--- config.mk ---
export PLATFORM = sky130hd
export DESIGN_NAME = ifu_fetch
export DESIGN_NICKNAME = d
export VERILOG_FILES = /design/src/rtl/ifu_fetch.sv
export SDC_FILE = /design/constraint.sdc
export NUM_CORES = 1
export LEC_CHECK = 0
export BUFFER_PORTS_ARGS = -buffer_cell sky130_fd_sc_hd__buf_4
export CORE_MARGIN = 2
export CORE_UTILIZATION = 53
export CTS_CLUSTER_DIAMETER = 120
export CTS_CLUSTER_SIZE = 28
export DETAILED_ROUTE_END_ITERATION = 8
export PLACE_DENSITY_LB_ADDON = 0.1
export SYNTH_ARGS = -nofsm -noshare
export SYNTH_HDL_FRONTEND = slang
export SYNTH_SLANG_ARGS = --single-unit
--- constraint.sdc ---
create_clock -name clk -period 8 [get_ports clk]
set_clock_uncertainty 0.1 [all_clocks]
set_input_delay 0.4 -clock clk [delete_from_list [all_inputs] [get_ports clk]]
set_output_delay 0.4 -clock clk [all_outputs]
set_load 0.01 [all_outputs]
--- src/rtl/ifu_fetch.sv ---
// Instruction fetch stage: owns the PC, fetches one word at a time from imem
// and hands {inst, pc} to decode; execute redirects squash stale fetches.
module ifu_fetch #(
    parameter int              XLEN      = 32,
    parameter int              ISA_WIDTH = 32,
    parameter logic [XLEN-1:0] RESET_PC  = 32'h8000_0000
) (
    input  logic                 clk,
    input  logic                 rst,
    output logic                 imem_req_valid,
    output logic [XLEN-1:0]      imem_req_addr,
    input  logic                 imem_req_ready,
    input  logic                 imem_resp_valid,
    input  logic [ISA_WIDTH-1:0] imem_resp_data,
    input  logic                 imem_resp_err,
    output logic                 inst_valid,
    input  logic                 inst_ready,
    output logic [ISA_WIDTH-1:0] inst,
    output logic [XLEN-1:0]      pc,
    input  logic                 redirect_valid,
    input  logic [XLEN-1:0]      redirect_pc,
    output logic                 fault,
    output logic [31:0]          fetch_cnt
);

    localparam logic [1:0] S_REQ  = 2'd0;
    localparam logic [1:0] S_WAIT = 2'd1;
    localparam logic [1:0] S_HOLD = 2'd2;
    localparam logic [1:0] S_ERR  = 2'd3;

    logic [1:0]           state;
    logic [1:0]           state_d;
    logic [XLEN-1:0]      pc_d;
    logic [ISA_WIDTH-1:0] inst_d;
    logic                 kill;
    logic                 kill_d;
    logic [31:0]          cnt_d;
    logic                 redir_bad;

    assign redir_bad = redirect_valid && (redirect_pc[1:0] != 2'b00);

    // Request valid is masked by rst so nothing is offered while held in reset.
    assign imem_req_valid = (state == S_REQ) && !rst;
    assign imem_req_addr  = pc;
    assign inst_valid     = (state == S_HOLD);
    assign fault          = (state == S_ERR);

    always_comb begin
        state_d = state;
        pc_d    = pc;
        inst_d  = inst;
        kill_d  = kill;
        cnt_d   = fetch_cnt;
        unique case (state)
            S_REQ: begin
                if (redir_bad) begin
                    state_d = S_ERR;
                    pc_d    = redirect_pc;
                end else begin
                    if (redirect_valid) begin
                        pc_d = redirect_pc;
                    end
                    // A request accepted alongside a redirect is already stale.
                    if (imem_req_ready) begin
                        state_d = S_WAIT;
                        kill_d  = redirect_valid;
                    end
                end
            end
            S_WAIT: begin
                if (redir_bad) begin
                    state_d = S_ERR;
                    pc_d    = redirect_pc;
                    kill_d  = 1'b0;
                end else if (redirect_valid) begin
                    pc_d = redirect_pc;
                    if (imem_resp_valid) begin
                        state_d = S_REQ;
                        kill_d  = 1'b0;
                    end else begin
                        kill_d = 1'b1;
                    end
                end else if (imem_resp_valid) begin
                    if (kill) begin
                        state_d = S_REQ;
                        kill_d  = 1'b0;
                    end else if (imem_resp_err) begin
                        state_d = S_ERR;
                    end else begin
                        state_d = S_HOLD;
                        inst_d  = imem_resp_data;
                    end
                end
            end
            S_HOLD: begin
                if (inst_ready) begin
                    cnt_d = fetch_cnt + 32'd1;
                end
                if (redir_bad) begin
                    state_d = S_ERR;
                    pc_d    = redirect_pc;
                end else if (redirect_valid) begin
                    state_d = S_REQ;
                    pc_d    = redirect_pc;
                end else if (inst_ready) begin
                    state_d = S_REQ;
                    pc_d    = pc + XLEN'(4);
                end
            end
            S_ERR: begin
                state_d = S_ERR;
            end
            default: begin
                state_d = S_REQ;
            end
        endcase
    end

    always_ff @(posedge clk or posedge rst) begin
        if (rst) begin
            state     <= S_REQ;
            pc        <= RESET_PC;
            inst      <= '0;
            kill      <= 1'b0;
            fetch_cnt <= '0;
        end else begin
            state     <= state_d;
            pc        <= pc_d;
            inst      <= inst_d;
            kill      <= kill_d;
            fetch_cnt <= cnt_d;
        end
    end

endmodule

==> impl_metrics.ini <==
[synth]
synth_commonest_cells = 98 x dfrtp_1, 35 x mux2_2, 34 x nand3_1
synth.area.top_cells = dfrtp_1 47%, mux2_2 7.6%, buf_4 4.8%
syn_inst = 497
ys_ff_latch = 99
async_flop_share_pct = 100.0
synth-seq-area-share_pct = 47.94
synth.most_common_cell = dfrtp_1
dominantRegCellSynth = dfrtp_1
ys_warn_count = 0
syn_area_sq_um = 5170
yosysUniqueCellTypes = 65
synth_top_cell_by_area = dfrtp_1
syn-num-nets = 570
synth_edf_count = 0
syn_avg_cell_area_sq_um = 10.40
netlist.area_leader.share_pct = 47.43

[cells_and_area]
postLayoutCellArea_sq_um = 6740
area_delta_synth_final_pct = 30.37
diodes = 0
drive_gt1_share_pct = 42.51
fin_util_pct = 69.92
nFillCells = 799
final_nets = 729
fin_cells = 794

[place]
pre_cts_slack_ns = 5.584
placed_cells = 777
dp_hpwl_mm = 9.412
io_buffers = 201
placed_area_sq_um = 6523
place_congestion = 0.8509

[routing]
drcViolationCount = 0
drt_wl_total_mm = 13.06
drt_iter0_drc = 200
wl_per_cell_um = 16.44
vias = 4440
final_antenna_net_count = 0
vias_per_cell = 5.592
drt-pass1-iter-count = 5

[worst_setup_path]
worstSetupStartpointType = register
path_cells = nor2b_1 -> nand2b_1 -> or4_1 -> nand3_1
cp_top_family = simple AND/OR/NAND/NOR gates
cpMaxStageDelayCell = or4_1
worstSetupPathType = reg -> reg
endpoint_kind = register
required_ns = 8.21
cpPeakStageDelay_ns = 0.69
cp_num_buf_inv = 0
cp_max_fo = 27
cp.arrival_ns = 2.70

[clock_network]
clk_pin_slew_ns = 0.11
numCtsBuffers = 9
cts_resized = 0
clock_latency_ns = 0.37
cts_hold_buf = 1
cts.sinks = 99
cts_setup_buffers = 0
cts_buffer_depth = 2
h-tree-depth = 3
clk_root_buffer_cell = clkbuf_8
cts_tree = built

[grt]
grt_pass1_vias = 4081
grt_pass1_wl_mm = 20.04
grt_max_degree = 63
antenna_found_initial = 0
grt_util_all_layers_pct = 24.37
overflow = 0

[power]
swShare_pct = 39.93
pwr-share-seq_pct = 39.3
vdd.ir_drop.worst_v = 0.0001991
p_per_area_nw_per_um2 = 339.3
p_switching_uw = 913.3
p_clk_share_pct = 14.8
p_int_mw = 1.374
p_comb_share_pct = 45.9
power_leakage_nw = 3.156

[flow_run]
max_cap_violations = 0

[floorplanning]
dieArea_sq_um = 10560
rows = 36
coreArea_sq_um = 9639
start_util_pct = 53.63
io_pins = 202
die_y_um = 102.8
die_w_um = 102.8

[sta]
tns_ns = 0
finalSetupViolCount = 0
post-route-period-util_pct = 31.14
period_minus_slack_ns = 2.492
worst_slew_pin_slew_ns = 1.074
final_hold_viol_count = 0
slew_viol_final = 0
slew_headroom_pct = 28.43
fin_ws_ns = 5.508
max_freq_ghz = 0.4014
rsz0062_at_grt = false

[min_path]
hp-class = in -> reg

[status]
outcome = finished, final reports clean
metrics by stage:
step | total power, mW | hold WS (ns)
2_1_floorplan | 1.519 | 0.4039
3_3_place_gp | 1.924 | 0.3587
3_5_place_dp | 1.959 | 0.3661
4_1_cts | 2.298 | 0.1375
5_1_grt | 2.437 | 0.1417
6_report | 2.287 | 0.1524
power groups by stage:
stage | combinational (mW) | clock (mW) | sequential [mW]
global route | 1.14 | 0.363 | 0.931
finish | 1.05 | 0.339 | 0.899
global placement | 1.03 | 0 | 0.890
floorplan | 0.600 | 0 | 0.919
CTS | 1.06 | 0.344 | 0.897
detailed placement | 1.05 | 0 | 0.904
kinds of logic (layout without fill, tap and decap cells):
kind of cell,count (synthesis),count (layout),synth area share [%]
multiplexers,37,37,8.011
buffers and inverters,63,227,7.406
adder cells (fa/ha/maj),2,2,0.4839
AO/OA/AOI/OAI,97,97,11.93
AND/OR/NAND/NOR,168,168,18.97
XOR/XNOR,31,31,5.252
flip-flops,99,99,47.94
area by class of cell:
cell class                 instances  area (sq um)  share of cell area [%]
clock buffer                       9         123.9                   1.838
clock inverter                     7         83.83                   1.244
inverter                           5         21.27                  0.3156
multi-input combinational        335          2317                   34.38
sequential                        99          2479                   36.77
tap                              133         166.4                   2.469
timing repair buffer             206          1549                   22.98
routing by layer:
layer	vias to the layer above	part of all wire, %	track usage (%)
li1	2090	-	-
met1	2150	42	33.10
met2	184	48	38.96
met3	16	8.4	5.356
met4	0	1.5	8.502
met5	-	0	0
cell usage in the layout (no fill, tap or decap), types with 3 or more instances in the layout:
cell / instances
a211oi_1: 6
a21oi_1: 31
a2bb2oi_1: 6
a311oi_1: 5
a31oi_1: 3
and3_1: 12
buf_4: 205
clkbuf_8: 9
clkinv_4: 3
dfrtp_1: 98
inv_1: 4
mux2_2: 35
nand2_1: 29
nand3_1: 34
nand4_1: 19
nor2_1: 27
nor3_1: 6
nor3_2: 4
o21ai_0: 21
o22ai_1: 5
o31ai_1: 3
or3_1: 5
or4_4: 3
xnor2_1: 24
xor2_1: 7
state kept, by name, summed over array words and instances (netlist names):
signal,cells
kill,1
imem_req_addr,32
state,2
inst,32
fetch_cnt,32
path summary, 6_finish.rpt:
path                                      startpoint                       endpoint  slack, ns  cells past startpoint
max                             state[1]$_DFFE_PP0P_  imem_req_addr[31]$_DFFE_PP1P_       5.51                      4
min                               imem_resp_data[11]           inst[11]$_DFFE_PP0P_       0.15                      2
max reg2reg                     state[1]$_DFFE_PP0P_  imem_req_addr[31]$_DFFE_PP1P_       5.51                      4
min reg2reg                fetch_cnt[31]$_DFFE_PP0P_      fetch_cnt[31]$_DFFE_PP0P_       0.38                      1
max in group asynchronous                        rst   imem_req_addr[6]$_DFFE_PP0P_       6.12                      4
min in group asynchronous                        rst      fetch_cnt[18]$_DFFE_PP0P_       0.51                      3
Power figures use the tool's default switching activity.
